==> src/rtl/slow_seq.sv <==
// slow_seq: holds the accelerator at stock speed around accesses to slow
// peripherals. A qualifying bus cycle (enabled chip select at bus start,
// non-zero SlowTimeout) requests stock speed from the clock switcher. Once
// the switcher acknowledges, the request is held until SlowTimeout ticks of
// TICK_DIV idle CLK cycles have passed with no bus activity. The request is
// then released and the sequencer waits for the acknowledge to drop.
//
// Optional feature: define SLOW_CLKGATE_EN to drive ClockGate during HOLD
// when SlowClockGate was set at the triggering access. Without the macro,
// ClockGate is tied low and SlowClockGate is ignored.
module slow_seq #(
    parameter int TICK_DIV = 1024
) (
    input  logic       CLK,
    input  logic       nPOR,
    input  logic       BACT,
    input  logic       IACKCS,
    input  logic       VIACS,
    input  logic       IWMCS,
    input  logic       SCCCS,
    input  logic       SCSICS,
    input  logic       SndCS,
    input  logic       SlowIACK,
    input  logic       SlowVIA,
    input  logic       SlowIWM,
    input  logic       SlowSCC,
    input  logic       SlowSCSI,
    input  logic       SlowSnd,
    input  logic       SlowClockGate,
    input  logic [3:0] SlowTimeout,
    input  logic       SlowAck,
    output logic       SlowReq,
    output logic       SlowActive,
    output logic       ClockGate
);

    localparam int PW = (TICK_DIV > 1) ? $clog2(TICK_DIV) : 1;
    localparam logic [PW-1:0] PRESC_MAX = PW'(TICK_DIV - 1);

    typedef enum logic [1:0] {
        IDLE = 2'd0,
        REQ  = 2'd1,
        HOLD = 2'd2,
        REL  = 2'd3
    } state_t;

    state_t          state;
    state_t          nextState;
    logic            BACTr;
    logic [3:0]      Cnt;
    logic [PW-1:0]   Presc;
    logic            Pend;

    logic            BStart;
    logic            Hit;
    logic            Trig;
    logic            tickWrap;
    logic            holdIdle;

    // A bus cycle starts in the first CLK where BACT is seen high.
    assign BStart = BACT && !BACTr;

    assign Hit = (IACKCS & SlowIACK) | (VIACS & SlowVIA) | (IWMCS & SlowIWM) |
                 (SCCCS & SlowSCC) | (SCSICS & SlowSCSI) | (SndCS & SlowSnd);

    // Timeout and enables only matter here, so later changes cannot disturb
    // a hold already in progress.
    assign Trig = BStart && Hit && (SlowTimeout != 4'd0);

    // The prescaler advances only on idle HOLD cycles without a new trigger.
    assign holdIdle = (state == HOLD) && !Trig && !BACT;
    assign tickWrap = holdIdle && (Presc == PRESC_MAX);

    // Next-state selection for the handshake with the clock switcher.
    always_comb begin
        // NOTE: default first so every path assigns nextState and no latch is inferred.
        nextState = state;
        unique case (state)
            IDLE: if (Trig) nextState = REQ;
            REQ:  if (SlowAck) nextState = HOLD;
            // Never leave HOLD while a bus cycle is in flight.
            HOLD: if ((Cnt == 4'd0) && !BACT && !Trig) nextState = REL;
            // A trigger seen during release goes straight back to REQ.
            REL:  if (!SlowAck) nextState = (Pend || Trig) ? REQ : IDLE;
            default: nextState = IDLE;
        endcase
    end

    // State, hold counter, prescaler and registered outputs.
    always_ff @(posedge CLK or negedge nPOR) begin
        if (!nPOR) begin
            // NOTE: async reset drops the request at once; no release handshake.
            state      <= IDLE;
            BACTr      <= 1'b0;
            Cnt        <= 4'd0;
            Presc      <= '0;
            Pend       <= 1'b0;
            SlowReq    <= 1'b0;
            SlowActive <= 1'b0;
        end else begin
            // NOTE: non-blocking assignments so every register sees pre-edge values.
            state      <= nextState;
            BACTr      <= BACT;
            SlowReq    <= (nextState == REQ) || (nextState == HOLD);
            SlowActive <= (nextState == HOLD);

            // Any trigger reloads the hold length; a tick in the same cycle loses.
            if (Trig) begin
                Cnt <= SlowTimeout;
            end else if (tickWrap && (Cnt != 4'd0)) begin
                Cnt <= Cnt - 4'd1;
            end

            if (!holdIdle || tickWrap) begin
                Presc <= '0;
            end else begin
                Presc <= Presc + 1'b1;
            end

            // Pend remembers a trigger that arrived while the switcher was
            // still acknowledging the previous release.
            if ((state == REL) && SlowAck) begin
                Pend <= Pend || Trig;
            end else begin
                Pend <= 1'b0;
            end
        end
    end

`ifdef SLOW_CLKGATE_EN
    logic gateFlag;
    logic gateNext;

    // The gate choice belongs to whichever trigger last loaded Cnt.
    assign gateNext = Trig ? SlowClockGate : gateFlag;

    // Registered clock gate request, asserted only across HOLD.
    always_ff @(posedge CLK or negedge nPOR) begin
        if (!nPOR) begin
            gateFlag  <= 1'b0;
            ClockGate <= 1'b0;
        end else begin
            gateFlag  <= gateNext;
            ClockGate <= (nextState == HOLD) && gateNext;
        end
    end
`else
    logic unusedSlowClockGate;

    assign unusedSlowClockGate = SlowClockGate;
    assign ClockGate           = 1'b0;
`endif

endmodule

==> config.mk <==
export PLATFORM = sky130hd
export DESIGN_NAME = slow_seq
export DESIGN_NICKNAME = d
export VERILOG_FILES = /design/src/rtl/slow_seq.sv
export SDC_FILE = /design/constraint.sdc
export NUM_CORES = 1
export LEC_CHECK = 0
export ABC_AREA = 1
export BUFFER_PORTS_ARGS = -buffer_cell sky130_fd_sc_hd__buf_2
export CAP_MARGIN = 40
export CORE_MARGIN = 2
export CORE_UTILIZATION = 28
export CTS_BUF_LIST = sky130_fd_sc_hd__clkbuf_4
export CTS_CLUSTER_SIZE = 14
export DETAILED_ROUTE_END_ITERATION = 7
export GPL_TIMING_DRIVEN = 0
export SLEW_MARGIN = 20
export SYNTH_ARGS = -nofsm -noshare
export SYNTH_HDL_FRONTEND = slang
export SYNTH_SLANG_ARGS = --single-unit
export TNS_END_PERCENT = 10
==> constraint.sdc <==
create_clock -name CLK -period 3.39 [get_ports CLK]
set_clock_uncertainty 0.2 [all_clocks]
set_input_delay 0.678 -clock CLK [delete_from_list [all_inputs] [get_ports CLK]]
set_output_delay 0.678 -clock CLK [all_outputs]
set_load 0.005 [all_outputs]
==> results of run 1 <==
[logic make-up (layout without fill, tap and decap cells)]
logic type / after synthesis / after routing / share of synthesized area [%]
XOR/XNOR: 4 / 4 / 3.06
flip-flops: 20 / 20 / 43.8
buffers and inverters: 16 / 40 / 6.24
other: 1 / 1 / 0.328
AO/OA/AOI/OAI: 9 / 9 / 5.36
AND/OR/NAND/NOR: 85 / 85 / 36.9
adder cells (fa/ha/maj): 4 / 4 / 4.38
[registers in the layout, summed over array words and instances, names as in the netlist]
register and cells:
Cnt 4, SlowActive 1, state 2, Presc 10
SlowReq 1, BACTr 1, Pend 1
[cells in the mapped netlist, types with 2 or more instances]
master / count / area [um2]
a21oi_1: 5 / 25.0
a21oi_2: 2 / 17.5
dfrtp_1: 20 / 500
ha_1: 4 / 50.1
inv_1: 14 / 52.6
nand2_1: 41 / 154
nand2_2: 3 / 18.8
nand3_1: 12 / 60.1
nor2_1: 13 / 48.8
nor2_2: 2 / 12.5
nor3_1: 3 / 15.0
nor3b_1: 4 / 30.0
xor2_1: 4 / 35.0
[through the flow]
step	instance area, um2	cells	power (uW)	setup WS [ps]	util (%)
2_1_floorplan	1140	139	520	1520	-
3_3_place_gp	1310	210	588	1280	33.0
3_5_place_dp	1310	210	593	1260	33.0
4_1_cts	1330	213	703	1580	33.6
5_1_grt	1330	213	763	1500	33.6
6_report	1330	213	692	1570	33.6
[power by group]
part           switching [uW]  total [uW]  internal [uW]
Sequential               46.9         337            290
Combinational             143         248            106
Clock                    66.1         107           41.3
[critical path: stages]
cell and delay (ps):
buf_2 130, nand2_1 80, a21oi_2 220, nand2_2 110
buf_6 160, nand2_1 80, nand2_1 60, ha_1 260
inv_1 30
[metal layers]
metal	vias up	wire length [um]
li1	489	-
met1	409	982
met2	11	972
met3	0	82
met4	0	0
met5	-	0
[how the worst max path moves through the flow]
stage               slack, ps           endpoint      startpoint  cells past startpoint
floorplan                1520  SlowReq$_DFF_PN0_  SlowTimeout[0]                      8
global placement         1280  SlowReq$_DFF_PN0_            BACT                      9
detailed placement       1260  SlowReq$_DFF_PN0_            BACT                      9
CTS                      1580  SlowReq$_DFF_PN0_            BACT                      9
global route             1500  SlowReq$_DFF_PN0_           IWMCS                     11
finish                   1570  SlowReq$_DFF_PN0_            BACT                      9
[final cells by class]
class                      instances  share of cell area, %
buffer                             2                   1.41
multi-input combinational        103                   42.9
inverter                          14                   3.94
timing repair buffer              21                   7.88
tap                               50                   4.69
sequential                        20                   37.5
clock buffer                       3                   1.69
[cells in the final DEF, fill, tap and decap left out]
master,instances
a211oi_2,1
a21oi_1,5
a21oi_2,2
a31oi_1,1
buf_2,21
buf_4,1
buf_6,1
clkbuf_4,3
conb_1,1
dfrtp_1,20
ha_1,4
inv_1,14
nand2_1,41
nand2_2,3
nand2_4,1
nand3_1,12
nand3b_1,1
nand4_1,1
nand4_4,1
nor2_1,13
nor2_2,2
nor2_4,1
nor3_1,3
nor3b_1,4
nor3b_4,1
or2_2,1
xor2_1,4
==> summary.md, run 1 <==
| Metric | Value |
|---|---|
| Distinct cell type count after synthesis | 25 |
| Root Buffer | clkbuf_4 |
| GR Util All Layers | 10.4% |
| Port Buffers | 21 |
| Max-slew violation count | 0 |
| H-tree levels | 1 |
| Drt drc | 0 |
| Starting density of the core | 28.8% |
| Crit path DAT | 1820 ps |
| Core area | 0.00397 mm2 |
| Reg clk slew, reported paths | 100 ps |
| Worst-case reg-to-reg path depth | 8 |
| Fin Setup TNS | 0 ps |
| Syn_nets | 164 |
| Drt pass-1 iters | 4 |
| Largest net degree at the start of global routing | 21 |
| Die height | 67.9 um |
| Rows | 23 |
| ANT nets after route | 0 |
| Tmin final | 1820 ps |
| Pwr/cell area | 519 mW/mm2 |
| GRT met3 Usage | 3.78% |
| Final HPWL DP | 1.59 mm |
| Hold buffer count at cts | 0 |
| CTS tree | built |
| Post-CTS sizing | 0 |
| Post-CTS Setup Bufs | 0 |
| Status | finished, final reports clean |
| Grt met2 use | 17.3% |
| Worst min-delay path class | in2async |
| Post-synth EDFFs | 0 |
| Flop2flop setup slack | 1620 ps |
| Detailed-route via count | 909 |
| RR Startpoint | Presc[0]$_DFF_PN0_ |
| Synth Instances | 139 |
| Fmax | 0.550 GHz |
| Max-Cap Viols | 0 |
| Max VDD drop | 0.471 mV |
| Drt total wl | 2.04 mm |
| Fin. Hold Viols | 0 |
| Initial antenna violation count | 0 |
| Seq cells post-synth | 20 |
| DR vias/cell | 4.27 |
| Filler cells | 435 |
| Final setup fails | 0 |
| Share of cells above drive strength 1 | 23.9% |
| Die Span X | 67.9 um |
| Die area | 0.00461 mm2 |
| Vias in the first global route | 865 |
| Critical path fanouts, max | 10 |
| TritonCTS Buffers | 3 |
| Share of synthesized registers carrying an async set or reset | 100% |
| Number of synthesis warnings | 0 |
| Top_reg_cell synth | dfrtp_1 |
| Post-synthesis sequential area ratio | 43.8% |
| Diodes inserted | 0 |
| Crit share post-route | 53.6% |
| Clk buf depth | 2 |
| GRT overflow | 0 |
| Met1 Use GR | 13.2% |
| Crit Path Class | in2reg |
| First-pass GRT wire length | 3.66 mm |
| Multi-input gate area | 572 um2 |
| Synthesized area | 0.00114 mm2 |
| Drt first-iter violations | 33 |
| Syn Area/Cell | 8.23 um2 |
| P_leak | 0.000672 uW |
| IO Pins | 24 |
| Total Nets Final | 190 |
| Drt wl/cell | 9.56 um |
| CP endpoint kind | flop |
| RSZ-0062 raised after global routing | false |
| Critical path startpoint category | input port |
| Hold slack | 123 ps |
| P&R area growth vs syn | 16.6% |
| Flip-flop and latch area | 500 um2 |
| Gpl congestion | 0.753 |
| GRT busiest layer | met2 |
| Total clock sinks | 20 |
| Crit path required time | 3390 ps |
| Worst-Skew Late Latency | 290 ps |
| R2r endpoint | Presc[3]$_DFF_PN0_ |
(Power assumes the default switching activity.)
==> run 2: changes to the inputs <==
==> constraint.sdc (replaced) <==
create_clock -name CLK -period 1.5 [get_ports CLK]
set_clock_uncertainty 0.2 [all_clocks]
set_input_delay 0.3 -clock CLK [delete_from_list [all_inputs] [get_ports CLK]]
set_output_delay 0.3 -clock CLK [all_outputs]
set_load 0.005 [all_outputs]
==> run 2 against run 1 <==
Compared with the run above:
- the run now ends with negative setup slack left
- clock power grew 150%
- sequential power is 130% higher
- register-to-register slack got worse by 1700 ps
- flip-flop and latch count did not move
- design area grew 12%
- cell count increased by 4.7%
- die area did not move
==> summary.md, run 2 (synthesis gave the netlist of run 1 again) <==
| Metric | Value |
|---|---|
| Critical path startpoint category | flop (was input port) |
| Starting density of the core | 28.8% (unchanged) |
| Drt pass-1 iters | 4 (unchanged) |
| Reg clk slew, reported paths | 110 ps (was 100 ps) |
| Placed Area | 0.00131 mm2 (unchanged) |
| Fmax | 0.632 GHz |
| Die area | 0.00461 mm2 (unchanged) |
| Critical path fanouts, max | 10 (unchanged) |
| Gpl congestion | 0.720 (was 0.753) |
| Final setup fails | 15 (was 0) |
| Drt drc | 0 (unchanged) |
| Root Buffer | clkbuf_4 (unchanged) |
| Tmin final | 1580 ps |
| Post-Layout Cell Count | 223 (was 213) |
| GRT overflow | 0 (unchanged) |
| Sw Ratio | 38.5% (was 36.9%) |
| Clk buf depth | 2 (unchanged) |
| CTS tree | built (unchanged) |
| Detailed-route via count | 995 (was 909) |
| Largest net degree at the start of global routing | 21 (unchanged) |
| Crit path buf inv count | 3 (unchanged) |
| Combinational share of power | 41.2% (was 35.8%) |
| Max VDD drop | 0.907 mV (was 0.471 mV) |
| H-tree levels | 1 (unchanged) |
| Fin area | 0.00150 mm2 (was 0.00133 mm2) |
| Worst-Skew Late Latency | 300 ps (was 290 ps) |
| Max-Cap Viols | 0 (unchanged) |
| Max-slew violation count | 0 (unchanged) |
| Hold_sp | SlowAck |
| Worst path top cell family by delay | flip-flops (was simple AND/OR/NAND/NOR gates) |
| Die height | 67.9 um (unchanged) |
| Filler cells | 421 (was 435) |
| Drt total wl | 2.29 mm (was 2.04 mm) |
| Share of cells above drive strength 1 | 34.1% (was 23.9%) |
| Most common cell after layout, fill and taps aside | nand2_1 (unchanged) |
| Largest registers | Presc x10, Cnt x4, state x2 (unchanged) |
| TritonCTS Buffers | 3 (unchanged) |
| Max incr delay on CP | 380 ps (was 260 ps) |
| Failing checks | negative setup slack |
| Most frequent cells in the layout | nand2_1, buf_2, dfrtp_1 (unchanged) |
| RSZ-0062 raised after global routing | true (was false) |
| Top reg by flops | Presc (unchanged) |
| Worst min-delay path class | in2reg (was in2async) |
| Multi-input gate area | 663 um2 (was 572 um2) |
| Crit share post-route | 105% |
| Pint | 1070 uW (was 437 uW) |
| P&R area growth vs syn | 30.7% (was 16.6%) |
| Most used cell, CP | nand2_2 (was nand2_1) |
| Final HPWL DP | 1.55 mm (was 1.59 mm) |
| Diodes inserted | 0 (unchanged) |
| Port Buffers | 21 (unchanged) |
| Post-placement setup slack | -250 ps (was 1260 ps) |
| CP endpoint kind | flop (unchanged) |
| Reg power frac | 43.6% (was 48.7%) |
| Worst Setup SP | BACTr$_DFF_PN0_ (was BACT) |
| Crit path required time | 1510 ps (was 3390 ps) |
| Final worst slack | -81.7 ps (was 1570 ps) |
| Rows | 23 (unchanged) |
| Dpl cells | 210 (unchanged) |
| P_leak | 0.000739 uW (was 0.000672 uW) |
| Worst path cell trace | inv_1 > nand2_2 > a21oi_4 > nand2_2 > buf_6 > nand2_2 > nand2_1 > ha_1 > inv_1 (was buf_2 > nand2_1 > a21oi_2 > nand2_2 > buf_6 > nand2_1 > nand2_1 > ha_1 > inv_1) |
| Initial antenna violation count | 0 (unchanged) |
| Status | complete, but fails checks (was finished, final reports clean) |
| Drt first-iter violations | 23 (was 33) |
| IO Pins | 24 (unchanged) |
| DR vias/cell | 4.46 (was 4.27) |
| Clock power frac | 15.2% (was 15.5%) |
| Flip-flop and latch area | 502 um2 (was 500 um2) |
| Total clock sinks | 20 (unchanged) |
| ANT nets after route | 0 (unchanged) |
| Fin. Hold Viols | 0 (unchanged) |
| Net switching power | 672 uW (was 256 uW) |
| Core area | 0.00397 mm2 (unchanged) |
| Vias in the first global route | 973 (was 865) |
| Pwr/cell area | 1170 mW/mm2 (was 519 mW/mm2) |
| Die Span X | 67.9 um (unchanged) |
| Hold slack | 103 ps (was 123 ps) |
| GR Util All Layers | 11.8% (was 10.4%) |
| Max FFs per register | 10 (unchanged) |
| Crit Path Class | reg2reg (was in2reg) |
| CP max stage cell | dfrtp_1 (was ha_1) |
| RR Startpoint | BACTr$_DFF_PN0_ (was Presc[0]$_DFF_PN0_) |
| Drt wl/cell | 10.3 um (was 9.56 um) |
| Total Nets Final | 199 (was 190) |
| Fin Setup TNS | -495 ps (was 0 ps) |
| Crit path DAT | 1590 ps (was 1820 ps) |
| First-pass GRT wire length | 4.19 mm (was 3.66 mm) |
-- run 2: worst min-delay path: cells and delay by family --
kind,cells,cell delay (ps)
AO/OA/AOI/OAI,1,60
buffers and inverters,2,220
-- run 2: what timing repair did --
action / 4_1_cts / 5_1_grt
pin swaps: 8 / 4
hold buffers: 2 / 0
gates resized for setup: 14 / 6
endpoints found under the hold margin: 21 / 0
cloned: 1 / 0
setup endpoints to repair: 16 / 16
setup buffers: 6 / 0
-- run 2: area by class of cell --
cell class,instances,share of cell area [%]
Multi-Input combinational cell,104,44.4
Buffer,2,1.26
Sequential cell,20,33.6
Timing Repair Buffer,29,11.4
Clock inverter,1,0.251
Tap cell,50,4.18
Inverter,14,3.51
Clock buffer,3,1.51
-- run 2: routing by layer --
layer / GRT usage, % / share of wire, % / wire (um)
met2: 21.3 / 49 / 1120
met3: 2.96 / 3.7 / 84
met5: 0 / 0 / 0
met1: 14.7 / 47 / 1080
met4: 1.50 / 0.52 / 12
-- run 2: path summary, 6_finish.rpt --
check / cells past startpoint / slack [ps] / endpoint
setup / recovery: 9 / -80 / SlowReq$_DFF_PN0_
hold / removal: 3 / 100 / Pend$_DFF_PN0_
setup reg to reg: 9 / -80 / SlowReq$_DFF_PN0_
hold reg to reg: 2 / 350 / Cnt[1]$_DFFE_PN0P_
max in group asynchronous: 2 / 480 / state[0]$_DFF_PN0_
min in group asynchronous: 2 / 280 / Cnt[0]$_DFFE_PN0P_
-- run 2: metrics by stage --
step | util [%] | total power (uW)
floorplan | - | 1170
global placement | 33.0 | 1320
detailed placement | 33.0 | 1340
CTS | 37.0 | 1730
global route | 37.6 | 1910
finish | 37.6 | 1740
-- run 2: power groups by stage --
stage | Combinational (uW) | Sequential [uW] | Clock (uW)
floorplan | 422 | 753 | 0
global placement | 554 | 769 | 0
detailed placement | 571 | 770 | 0
CTS | 702 | 754 | 271
global route | 829 | 777 | 302
finish | 718 | 760 | 265
==> run 3: changes to the inputs <==
--- a/config.mk
+++ b/config.mk
@@ -9,11 +9,12 @@
 export BUFFER_PORTS_ARGS = -buffer_cell sky130_fd_sc_hd__buf_2
 export CAP_MARGIN = 40
 export CORE_MARGIN = 2
-export CORE_UTILIZATION = 28
+export CORE_UTILIZATION = 50
 export CTS_BUF_LIST = sky130_fd_sc_hd__clkbuf_4
 export CTS_CLUSTER_SIZE = 14
 export DETAILED_ROUTE_END_ITERATION = 7
 export GPL_TIMING_DRIVEN = 0
+export PLACE_DENSITY = 0.77
 export SLEW_MARGIN = 20
 export SYNTH_ARGS = -nofsm -noshare
 export SYNTH_HDL_FRONTEND = slang
==> run 3 against run 2 <==
Compared with the run above:
- the flow still finishes with violations (negative setup slack)
- non-clock buffer count fell by 2
- die area is 42% lower
- cell count is 11% lower
- combinational power up 1%
- total power up 11%
- register-to-register slack barely moved
- clock power up 69%
==> summary.md, run 3 (synthesis gave the netlist of run 1 again) <==
| Metric | Value |
|---|---|
| Status | complete, but fails checks (unchanged) |
| Failing checks | negative setup slack (unchanged) |
| Critical path fanouts, max | 5 (was 10) |
| DR vias/cell | 4.93 (was 4.46) |
| Starting density of the core | 52.2% (was 28.8%) |
| Final setup fails | 15 (unchanged) |
| Fin area | 0.00146 mm2 (was 0.00150 mm2) |
| Pwr/cell area | 1330 mW/mm2 (was 1170 mW/mm2) |
| Worst-Skew Late Latency | 320 ps (was 300 ps) |
| Total Nets Final | 197 (was 199) |
| Core area | 0.00219 mm2 (was 0.00397 mm2) |
| Placed Area | 0.00128 mm2 (was 0.00131 mm2) |
| Die height | 51.8 um (was 67.9 um) |
| Crit Path Class | reg2reg (unchanged) |
| Filler cells | 177 (was 421) |
| Crit share post-route | 105% (about the same) |
| Most common cell after layout, fill and taps aside | nand2_1 (unchanged) |
| Diodes inserted | 0 (unchanged) |
| Critical path startpoint category | flop (unchanged) |
| Share of cells above drive strength 1 | 31.6% (was 34.1%) |
| Clk buf depth | 2 (unchanged) |
| Flip-flop and latch area | 502 um2 (unchanged) |
| CTS tree | built (unchanged) |
| Fin. Hold Viols | 0 (unchanged) |
| Drt wl/cell | 11.5 um (was 10.3 um) |
| Drt total wl | 2.29 mm (about the same) |
| P&R area growth vs syn | 27.8% (was 30.7%) |
| Multi-input gate area | 646 um2 (was 663 um2) |
| Max FFs per register | 10 (unchanged) |
| Reg clk slew, reported paths | 130 ps (was 110 ps) |
| TritonCTS Buffers | 3 (unchanged) |
| Tmin final | 1580 ps (about the same) |
| Total clock sinks | 20 (unchanged) |
| Worst min-delay path class | in2reg (unchanged) |
| Most frequent cells in the layout | nand2_1, buf_2, dfrtp_1 (unchanged) |
| Initial antenna violation count | 0 (unchanged) |
| GRT overflow | 0 (unchanged) |
| P_leak | 0.000738 uW (was 0.000739 uW) |
| Post-placement setup slack | -233 ps (was -250 ps) |
| Largest net degree at the start of global routing | 21 (unchanged) |
| CP endpoint kind | flop (unchanged) |
| Crit path required time | 1530 ps (was 1510 ps) |
| Drt first-iter violations | 14 (was 23) |
| Final worst slack | -75.4 ps (was -81.7 ps) |
| ANT nets after route | 0 (unchanged) |
| Largest registers | Presc x10, Cnt x4, state x2 (unchanged) |
| H-tree levels | 1 (unchanged) |
| Fmax | 0.635 GHz (was 0.632 GHz) |
| Detailed-route via count | 981 (was 995) |
| Post-Layout Cell Count | 199 (was 223) |
| Gpl congestion | 0.744 (was 0.720) |
| Max VDD drop | 1.28 mV (was 0.907 mV) |
| Drt drc | 0 (unchanged) |
| Max-slew violation count | 0 (unchanged) |
| RSZ-0062 raised after global routing | true (unchanged) |
| GR Util All Layers | 19.9% (was 11.8%) |
| Dpl cells | 188 (was 210) |
| First-pass GRT wire length | 3.93 mm (was 4.19 mm) |
| Total chip power | 1940 uW (was 1740 uW) |
| Drt pass-1 iters | 4 (unchanged) |
| Vias in the first global route | 964 (was 973) |
| Port Buffers | 21 (unchanged) |
| Final HPWL DP | 1.65 mm (was 1.55 mm) |
| Die area | 0.00269 mm2 (was 0.00461 mm2) |
| Crit path DAT | 1610 ps (was 1590 ps) |
| Root Buffer | clkbuf_4 (unchanged) |
| IO Pins | 24 (unchanged) |
| Top reg by flops | Presc (unchanged) |
| Max-Cap Viols | 0 (unchanged) |
| Fin Setup TNS | -597 ps (was -495 ps) |
| Rows | 17 (was 23) |
| Die Span X | 51.8 um (was 67.9 um) |
run 3: report_power, final:
group	switching, uW	total, uW	internal, uW	leakage, uW
sequential	104	762	657	0.000260
clock	178	448	271	0.0000279
combinational	414	727	313	0.000450
total	696	1940	1240	0.000738
run 3: per-stage QoR:
stage	utilization, %	hold slack, ps
2_1_floorplan	-	-196
3_3_place_gp	58.6	64.1
3_5_place_dp	58.6	66.8
4_1_cts	65.2	64.7
5_1_grt	66.7	68.0
6_report	66.7	76.3
run 3: path summary, 6_finish.rpt:
kind / slack, ps / cells past startpoint / endpoint / from
max reg2reg: -80 / 6 / SlowReq$_DFF_PN0_ / state[0]$_DFF_PN0_
min: 80 / 3 / Pend$_DFF_PN0_ / SlowAck
min reg2reg: 350 / 2 / Pend$_DFF_PN0_ / Pend$_DFF_PN0_
max: -80 / 6 / SlowReq$_DFF_PN0_ / state[0]$_DFF_PN0_
max in group asynchronous: 540 / 2 / state[0]$_DFF_PN0_ / nPOR
min in group asynchronous: 240 / 2 / BACTr$_DFF_PN0_ / nPOR
run 3: repair_timing:
action	CTS	global route
hold buffers	2	0
endpoints found under the setup margin	16	16
hold endpoints to repair	21	0
setup buffers	4	0
gates resized for setup	10	6
pin swaps	2	3
gates cloned	0	1
run 3: per-layer routing:
| layer | track usage [%] | vias to the layer above | part of all wire, % |
|---|---|---|---|
| li1 | - | 506 | - |
| met1 | 23.0 | 452 | 42 |
| met2 | 36.1 | 21 | 53 |
| met3 | 5.17 | 2 | 4.0 |
| met4 | 5.26 | 0 | 0.70 |
| met5 | 0 | - | 0 |
run 3: worst max-delay path, cell delays in order, from the launching register on:
cell and delay, ps:
dfrtp_2 470, nor3b_4 250, a31oi_4 130, nand2_1 80, nand2_1 50, ha_1 260, inv_1 30
run 3: cell type report:
cell class / instances / share of cell area (%)
repair buffers: 27 / 10.6
multi-input cells: 104 / 44.2
clock buffers: 3 / 1.54
flip-flops and latches: 20 / 34.3
well taps: 28 / 2.40
inverters: 14 / 3.60
plain buffers: 2 / 1.28
clock inverters: 1 / 2.05
